===== config.mk =====
export PLATFORM = sky130hd
export DESIGN_NAME = tdp_ram_port_ctrl_flat
export DESIGN_NICKNAME = d
export VERILOG_FILES = /design/src/rtl/tdp_ram_pkg.sv /design/src/rtl/tdp_ram_port_ctrl_if.sv /design/src/rtl/tdp_rr_arb2.sv /design/src/rtl/tdp_ram_port_ctrl.sv /design/src/flat_wrapper.sv
export SDC_FILE = /design/constraint.sdc
export NUM_CORES = 1
export LEC_CHECK = 0
export CAP_MARGIN = 30
export CORE_MARGIN = 2
export CORE_UTILIZATION = 43
export CTS_BUF_LIST = sky130_fd_sc_hd__clkbuf_4 sky130_fd_sc_hd__clkbuf_8 sky130_fd_sc_hd__clkbuf_16
export CTS_CLUSTER_SIZE = 30
export DETAILED_ROUTE_END_ITERATION = 10
export PLACE_DENSITY = 0.82
export SETUP_SLACK_MARGIN = 0.15
export SLEW_MARGIN = 25
export SYNTH_ARGS = -nofsm -noshare
export SYNTH_HDL_FRONTEND = slang
export SYNTH_SLANG_ARGS = --single-unit

===== constraint.sdc =====
create_clock -name clk -period 2.77 [get_ports clk]
set_clock_uncertainty 0.05 [all_clocks]
set_input_delay 0.6925 -clock clk [delete_from_list [all_inputs] [get_ports clk]]
set_output_delay 0.6925 -clock clk [all_outputs]
set_load 0.05 [all_outputs]

===== src/rtl/tdp_ram_pkg.sv =====
// Shared types and helpers for the true-dual-port RAM front-end controller.
//   ctrl_state_e : controller state (array clear, normal service)
//   port_e       : requester identity, also the round-robin pointer encoding
//   addr_w()     : address width for a given word depth
package tdp_ram_pkg;

    typedef enum logic {
        INIT = 1'b0,
        RUN  = 1'b1
    } ctrl_state_e;

    typedef enum logic {
        PORT_A = 1'b0,
        PORT_B = 1'b1
    } port_e;

    function automatic int addr_w(input int depth);
        return (depth < 2) ? 1 : $clog2(depth);
    endfunction

endpackage


===== src/rtl/tdp_ram_port_ctrl_if.sv =====
// Request/response channel between one requester and the RAM controller.
//   req_valid/req_ready : request handshake, accepted when both are high
//   req_we              : 1 = write, 0 = read
//   req_addr/req_wdata  : request address and write data
//   rsp_valid           : one-cycle response pulse, one cycle after acceptance
//   rsp_rdata           : read data, or the write data echoed back on a write
// master = requester side, slave = controller side.
interface tdp_ram_port_ctrl_if #(
    parameter int WIDTH = 8,
    parameter int AW    = 6
);
    logic             req_valid;
    logic             req_ready;
    logic             req_we;
    logic [AW-1:0]    req_addr;
    logic [WIDTH-1:0] req_wdata;
    logic             rsp_valid;
    logic [WIDTH-1:0] rsp_rdata;

    modport master (
        output req_valid, req_we, req_addr, req_wdata,
        input  req_ready, rsp_valid, rsp_rdata
    );

    modport slave (
        input  req_valid, req_we, req_addr, req_wdata,
        output req_ready, rsp_valid, rsp_rdata
    );
endinterface


===== src/rtl/tdp_rr_arb2.sv =====
// Two-requester round-robin arbiter for same-address write/write collisions.
//   req[1:0] : request valid per port (bit 0 = A, bit 1 = B)
//   collide  : the two requests conflict this cycle
//   grant    : requests allowed through; on a collision only the pointer's port
//   ptr      : priority pointer, flips after every collision so the loser wins next
module tdp_rr_arb2
    import tdp_ram_pkg::*;
(
    input  logic       clk,
    input  logic       rst_n,
    input  logic [1:0] req,
    input  logic       collide,
    output logic [1:0] grant,
    output port_e      ptr
);
    always_comb begin
        grant = req;
        if (collide) grant = req & ((ptr == PORT_A) ? 2'b01 : 2'b10);
    end

    always_ff @(posedge clk or negedge rst_n) begin
        if (!rst_n) begin
            ptr <= PORT_A;
        end else if (collide) begin
            ptr <= (ptr == PORT_A) ? PORT_B : PORT_A;
        end
    end
endmodule


===== src/rtl/tdp_ram_port_ctrl.sv =====
// Front-end controller owning both ports of true_dual_port_ram.
//   clk, rst_n         : clock, asynchronous active-low reset
//   a_if, b_if         : requester channels (slave side)
//   ram_we/addr/data_x : RAM port x drive, combinational from the accepted request
//   ram_q_x            : RAM port x registered read data
//   init_done          : array clear finished; requests accepted only when high
//   coll_cnt           : saturating count of write/write collisions
// After reset the array is swept to zero, A covering the lower half and B the
// upper half. Same-address write/write is arbitrated round-robin; a same-address
// write/read pair is served from a registered bypass instead of the RAM.
module tdp_ram_port_ctrl
    import tdp_ram_pkg::*;
#(
    parameter  int WIDTH          = 8,
    parameter  int DEPTH          = 64,
    parameter  int CLEAR_ON_RESET = 1,
    parameter  int CNT_W          = 16,
    localparam int AW             = addr_w(DEPTH)
) (
    input  logic               clk,
    input  logic               rst_n,
    tdp_ram_port_ctrl_if.slave a_if,
    tdp_ram_port_ctrl_if.slave b_if,
    output logic               ram_we_a,
    output logic [AW-1:0]      ram_addr_a,
    output logic [WIDTH-1:0]   ram_data_a,
    input  logic [WIDTH-1:0]   ram_q_a,
    output logic               ram_we_b,
    output logic [AW-1:0]      ram_addr_b,
    output logic [WIDTH-1:0]   ram_data_b,
    input  logic [WIDTH-1:0]   ram_q_b,
    output logic               init_done,
    output logic [CNT_W-1:0]   coll_cnt
);
    localparam logic [AW-1:0] HALF   = AW'(DEPTH / 2);
    localparam logic [AW-1:0] LAST_K = AW'(DEPTH / 2 - 1);

    function automatic logic [CNT_W-1:0] sat_inc(input logic [CNT_W-1:0] v);
        return (&v) ? v : v + CNT_W'(1);
    endfunction

    ctrl_state_e      state;
    logic [AW-1:0]    clr_k;
    logic             clearing;
    logic             collide;
    logic [1:0]       grant;
    port_e            ptr;
    logic             acc_a, acc_b;
    logic             fwd_a, fwd_b;
    logic             same_addr;

    logic             rsp_vld_a_p1, rsp_vld_b_p1;
    logic             ram_sel_a_p1, ram_sel_b_p1;
    logic [WIDTH-1:0] hold_a_p1, hold_b_p1;

    assign same_addr = (a_if.req_addr == b_if.req_addr);
    assign collide   = init_done & a_if.req_valid & b_if.req_valid
                     & a_if.req_we & b_if.req_we & same_addr;

    tdp_rr_arb2 u_arb (
        .clk     (clk),
        .rst_n   (rst_n),
        .req     ({b_if.req_valid, a_if.req_valid}),
        .collide (collide),
        .grant   (grant),
        .ptr     (ptr)
    );

    assign a_if.req_ready = init_done & ~(collide & (ptr == PORT_B));
    assign b_if.req_ready = init_done & ~(collide & (ptr == PORT_A));
    assign acc_a = init_done & grant[0];
    assign acc_b = init_done & grant[1];

    // A reader paired with a same-address writer on the other port takes the
    // written data; the RAM would return the old word.
    assign fwd_a = acc_a & ~a_if.req_we & acc_b & b_if.req_we & same_addr;
    assign fwd_b = acc_b & ~b_if.req_we & acc_a & a_if.req_we & same_addr;

    // Gated by rst_n so the clear writes stop the instant reset asserts.
    assign clearing = rst_n & (state == INIT);

    always_comb begin
        ram_we_a   = acc_a & a_if.req_we;
        ram_addr_a = a_if.req_addr;
        ram_data_a = a_if.req_wdata;
        ram_we_b   = acc_b & b_if.req_we;
        ram_addr_b = b_if.req_addr;
        ram_data_b = b_if.req_wdata;
        if (clearing) begin
            ram_we_a   = 1'b1;
            ram_addr_a = clr_k;
            ram_data_a = '0;
            ram_we_b   = 1'b1;
            ram_addr_b = clr_k + HALF;
            ram_data_b = '0;
        end
    end

    always_ff @(posedge clk or negedge rst_n) begin
        if (!rst_n) begin
            state     <= (CLEAR_ON_RESET != 0) ? INIT : RUN;
            clr_k     <= '0;
            init_done <= 1'b0;
            coll_cnt  <= '0;
        end else begin
            case (state)
                INIT: begin
                    clr_k <= clr_k + AW'(1);
                    if (clr_k == LAST_K) begin
                        state     <= RUN;
                        init_done <= 1'b1;
                    end
                end
                default: begin
                    init_done <= 1'b1;
                    if (collide) coll_cnt <= sat_inc(coll_cnt);
                end
            endcase
        end
    end

    // ---- stage p1: response one cycle after acceptance ----
    always_ff @(posedge clk or negedge rst_n) begin
        if (!rst_n) begin
            rsp_vld_a_p1 <= 1'b0;
            ram_sel_a_p1 <= 1'b0;
            hold_a_p1    <= '0;
            rsp_vld_b_p1 <= 1'b0;
            ram_sel_b_p1 <= 1'b0;
            hold_b_p1    <= '0;
        end else begin
            rsp_vld_a_p1 <= acc_a;
            rsp_vld_b_p1 <= acc_b;
            if (acc_a) begin
                ram_sel_a_p1 <= ~a_if.req_we & ~fwd_a;
                hold_a_p1    <= fwd_a ? b_if.req_wdata : a_if.req_wdata;
            end
            if (acc_b) begin
                ram_sel_b_p1 <= ~b_if.req_we & ~fwd_b;
                hold_b_p1    <= fwd_b ? a_if.req_wdata : b_if.req_wdata;
            end
        end
    end

    assign a_if.rsp_valid = rsp_vld_a_p1;
    assign a_if.rsp_rdata = ram_sel_a_p1 ? ram_q_a : hold_a_p1;
    assign b_if.rsp_valid = rsp_vld_b_p1;
    assign b_if.rsp_rdata = ram_sel_b_p1 ? ram_q_b : hold_b_p1;
endmodule


===== src/flat_wrapper.sv =====
// flat-port wrapper written by rule: the top's interface ports become plain ports
module tdp_ram_port_ctrl_flat import tdp_ram_pkg::*;
#(
    parameter  int WIDTH          = 8,
    parameter  int DEPTH          = 64,
    parameter  int CLEAR_ON_RESET = 1,
    parameter  int CNT_W          = 16,
    localparam int AW             = addr_w(DEPTH)
)
  (clk, rst_n, ram_we_a, ram_addr_a, ram_data_a, ram_q_a, ram_we_b, ram_addr_b, ram_data_b, ram_q_b, init_done, coll_cnt, a_if_req_valid, a_if_req_we, a_if_req_addr, a_if_req_wdata, a_if_req_ready, a_if_rsp_valid, a_if_rsp_rdata, b_if_req_valid, b_if_req_we, b_if_req_addr, b_if_req_wdata, b_if_req_ready, b_if_rsp_valid, b_if_rsp_rdata);
  tdp_ram_port_ctrl_if #(.WIDTH(WIDTH), .AW((6))) a_if_i ();
  tdp_ram_port_ctrl_if #(.WIDTH(WIDTH), .AW((6))) b_if_i ();
  input  logic clk;
  input  logic rst_n;
  output logic ram_we_a;
  output logic [AW-1:0] ram_addr_a;
  output logic [WIDTH-1:0] ram_data_a;
  input  logic [WIDTH-1:0] ram_q_a;
  output logic ram_we_b;
  output logic [AW-1:0] ram_addr_b;
  output logic [WIDTH-1:0] ram_data_b;
  input  logic [WIDTH-1:0] ram_q_b;
  output logic init_done;
  output logic [CNT_W-1:0] coll_cnt;
  input wire logic [$bits(a_if_i.req_valid)-1:0] a_if_req_valid;
  input wire logic [$bits(a_if_i.req_we)-1:0] a_if_req_we;
  input wire logic [$bits(a_if_i.req_addr)-1:0] a_if_req_addr;
  input wire logic [$bits(a_if_i.req_wdata)-1:0] a_if_req_wdata;
  output wire logic [$bits(a_if_i.req_ready)-1:0] a_if_req_ready;
  output wire logic [$bits(a_if_i.rsp_valid)-1:0] a_if_rsp_valid;
  output wire logic [$bits(a_if_i.rsp_rdata)-1:0] a_if_rsp_rdata;
  input wire logic [$bits(b_if_i.req_valid)-1:0] b_if_req_valid;
  input wire logic [$bits(b_if_i.req_we)-1:0] b_if_req_we;
  input wire logic [$bits(b_if_i.req_addr)-1:0] b_if_req_addr;
  input wire logic [$bits(b_if_i.req_wdata)-1:0] b_if_req_wdata;
  output wire logic [$bits(b_if_i.req_ready)-1:0] b_if_req_ready;
  output wire logic [$bits(b_if_i.rsp_valid)-1:0] b_if_rsp_valid;
  output wire logic [$bits(b_if_i.rsp_rdata)-1:0] b_if_rsp_rdata;
  assign a_if_i.req_valid = a_if_req_valid;
  assign a_if_i.req_we = a_if_req_we;
  assign a_if_i.req_addr = a_if_req_addr;
  assign a_if_i.req_wdata = a_if_req_wdata;
  assign a_if_req_ready = a_if_i.req_ready;
  assign a_if_rsp_valid = a_if_i.rsp_valid;
  assign a_if_rsp_rdata = a_if_i.rsp_rdata;
  assign b_if_i.req_valid = b_if_req_valid;
  assign b_if_i.req_we = b_if_req_we;
  assign b_if_i.req_addr = b_if_req_addr;
  assign b_if_i.req_wdata = b_if_req_wdata;
  assign b_if_req_ready = b_if_i.req_ready;
  assign b_if_rsp_valid = b_if_i.rsp_valid;
  assign b_if_rsp_rdata = b_if_i.rsp_rdata;
  tdp_ram_port_ctrl #(.WIDTH(WIDTH), .DEPTH(DEPTH), .CLEAR_ON_RESET(CLEAR_ON_RESET), .CNT_W(CNT_W)) u_core (.clk(clk), .rst_n(rst_n), .a_if(a_if_i), .b_if(b_if_i), .ram_we_a(ram_we_a), .ram_addr_a(ram_addr_a), .ram_data_a(ram_data_a), .ram_q_a(ram_q_a), .ram_we_b(ram_we_b), .ram_addr_b(ram_addr_b), .ram_data_b(ram_data_b), .ram_q_b(ram_q_b), .init_done(init_done), .coll_cnt(coll_cnt));
endmodule

==> run metrics <==
status=complete, no violations; global route overflow=0; drt wl/cell=approximately 16 um; Synth area leader=dfrtp_1; synthesis-stage register bit count=between 40 and 50; GPL Wtd Cong=~0.85; die area=a little under 0.007 mm^2; Pleak=~2.1 nW; Synth Cell Area=around 0.0027 mm^2; Fmax=~0.37 GHz; switching pwr=583 uW; half-perimeter wire length after placement=~6300 um; final net count=approximately 470; CP top delay family=simple AND/OR/NAND/NOR gates; Slew Limit Fails=0; final core utilization=approximately three quarters; Post-synth EDFFs=0; Worst-path clk slew=around 0.08 ns; final worst path period need=around 2.7 ns; area grow syn2layout=69.6%; maximum VDD drop=between 0.2 and 0.3 mV; Synth area leaders=dfrtp_1 (42%), nand2_1 (7.7%), mux2_2 (7.5%); Post-synth ARST share=100%; Vias=around 2.6k; Critical Setup Path Class=in -> out; CTS Buf Count=5; clk sinks=45; worst-path cell chain=buf_4 > xnor2_4 > nand4_4 > or4_4 > and2_4 > buf_8; Ys Warns=0; average size of a mapped cell=about 9.9 um^2; CTS tree=done; Synthesized Nets=approximately 320; post-synth top area share=a little over two fifths; Root Driver=clkbuf_8; Final Hold Fails=0; setup_tns=0 ns; IO Port Bufs=approximately 120; Post-Syn Instances=between 200 and 300; CP max-delay cell=or4_4; Die W=about 83 um; detailed-route DRC error count=0; initial core utilization=between 40 and 50%; PwrDens=approximately 390 mW/mm^2; max layer used=met4; initial antenna violation count=0; switching share of total power=32.9%; Worst-Margin Slew=~0.57 ns; worst path required time=2.03 ns; first-iteration detailed-routing DRC count=108; vias per cell=approximately 5.3; met3 routed WL=438 um; flop2flop setup slack=about 0.49 ns; Rows=28; vias in the first global route=2,589; slowest stage delay, CP=~0.5 ns; WL met2=between 4000 and 5000 um; hold crit path type=reg -> reg; num ports=between 100 and 150; clock buffer depth=2; internal power component=around 1.2 mW; Synth cell types=40; final worst-path cycle share=slightly below 100%; setup violators final=0; crit end category=primary output; Max-Cap Viols=0; sequential cell fraction of total power=roughly 40%; register area share after synthesis=41.9%; worst relative slew slack=61.9%; Core Area=0.00599 mm^2; first-pass GRT wire length=around 13,000 um; final wirelength=8000 um; largest net degree at the start of global routing=46; M1 wire length=~3300 um; Total GRT Usage=around a quarter; RSZ-0062 raised after global routing=yes; Tot Pwr=around 1.8 mW; H-tree depth=2; ys flop type=dfrtp_1; Ant. Diodes=0; crit start category=input pin; Buf+Inv Stages, Crit Path=2; layout cell share with drive strength beyond 1=34.3%; first drt pass iteration count=4; worst skew pair latency=between 0.2 and 0.3 ns; Clock Power Share=about 23%; WP data arrival=1.94 ns; Comb pwr share=between 30% and 40%; Final ANT Viol Nets=0; most numerous cell in the Yosys netlist=nand2_1; worst-path fanout max=2; Post-synth top cells=nand2_1 (55), dfrtp_1 (45), mux2_2 (18), nor2b_1 (17), xnor2_1 (15); Final Hold Slack=0.440 ns; die height=83.0 um
state kept, by name, summed over array words and instances (netlist names):
register / count
u_core.hold_a_p1: 8
u_core.init_done: 1
u_core.hold_b_p1: 8
u_core.b_if.rsp_valid: 1
u_core.ram_sel_b_p1: 1
u_core.state: 1
u_core.u_arb.ptr: 1
u_core.clr_k: 6
u_core.a_if.rsp_valid: 1
u_core.coll_cnt: 16
u_core.ram_sel_a_p1: 1
cell type report:
cell class                      instances  area, um^2
Clock buffer                            6        76.3
Clock inverter                          2        10.0
Fill cell                             411        1440
Inverter                                9        33.8
Multi-Input combinational cell        208        1590
Sequential cell                        45        1130
Tap cell                               75        93.8
Timing Repair Buffer                  144        1620
power by group through the flow:
stage | combinational [mW] | clock [mW] | sequential, mW
floorplan | 0.310 | 0 | 0.711
global placement | 0.637 | 0 | 0.717
detailed placement | 0.646 | 0 | 0.718
CTS | 0.667 | 0.414 | 0.704
global route | 0.694 | 0.439 | 0.708
finish | 0.666 | 0.399 | 0.705
metrics by stage:
| step | setup WS [ns] | cell area (um^2) | cells |
|---|---|---|---|
| floorplan | 0.185 | 2700 | 272 |
| global placement | -0.357 | 4350 | 477 |
| detailed placement | -0.442 | 4350 | 477 |
| CTS | 0.0734 | 4540 | 488 |
| global route | 0.0622 | 4560 | 489 |
| finish | 0.0892 | 4560 | 489 |
worst paths after layout:
check                               startpoint             endpoint  depth (start not counted)
setup / recovery              a_if_req_addr[1]       a_if_req_ready                          6
hold / removal             u_core.hold_b_p1[7]  u_core.hold_b_p1[7]                          2
setup reg to reg              u_core.init_done  u_core.coll_cnt[15]                          9
hold reg to reg            u_core.hold_b_p1[7]  u_core.hold_b_p1[7]                          2
max in group asynchronous                rst_n     u_core.init_done                          2
min in group asynchronous                rst_n      u_core.clr_k[1]                          2
logic make-up (layout without fill, tap and decap cells):
group                      Yosys count  in the layout  synth area share (%)
xor gates and xnor gates            27             27                  9.92
and+or+nand+nor                    129            129                  27.2
adders and majority gates            2              2                 0.931
AOI/OAI and AO/OA                   24             24                  6.43
muxes                               26             26                  10.5
buffers and inverters               19            161                  3.07
DFF                                 45             45                  41.9
metal layers:
layer | GRT usage (%) | up-vias
met5 | 0 | -
met4 | 5.81 | 0
met2 | 41.8 | 100
met3 | 5.86 | 12
met1 | 28.7 | 1249
li1 | - | 1238
placed cells by master (no fill, tap or decap), types with 2 or more instances in the layout:
master           instances
nand2_2                  2
xor2_1                   8
nand4_4                  2
o21ai_1                  3
buf_8                    2
dfrtp_1                 44
nor4_4                   3
clkbuf_8                 5
xnor2_1                 13
nand3_1                  6
ha_1                     2
buf_6                    8
o21ai_0                  8
inv_1                    9
buf_12                  31
buf_4                   42
nor4_1                   2
nor3_1                   4
mux2i_1                  8
and2_1                   9
nor3_2                   2
buf_2                    9
mux2_2                  18
xnor2_4                  4
nand4_1                 10
nor2_1                   6
nor2b_1                 17
nand2_1                 53
a221o_1                  8
xnor2_2                  2
clkdlybuf4s50_1         51
or3_1                    2
clkinv_2                 2
tightest hold or removal path, cell delays in order, from the launching register on:
cell and delay, ns:
dfrtp_1 0.35, nand2_1 0.04, o21ai_0 0.06
repair_timing:
action,CTS,global route
endpoints found under the setup margin,11,15
gates cloned,0,0
pin swaps,15,5
gates resized for setup,90,4
setup buffers,3,1
hold buffers,0,0
No activity file was read; power rests on OpenSTA's default activity.
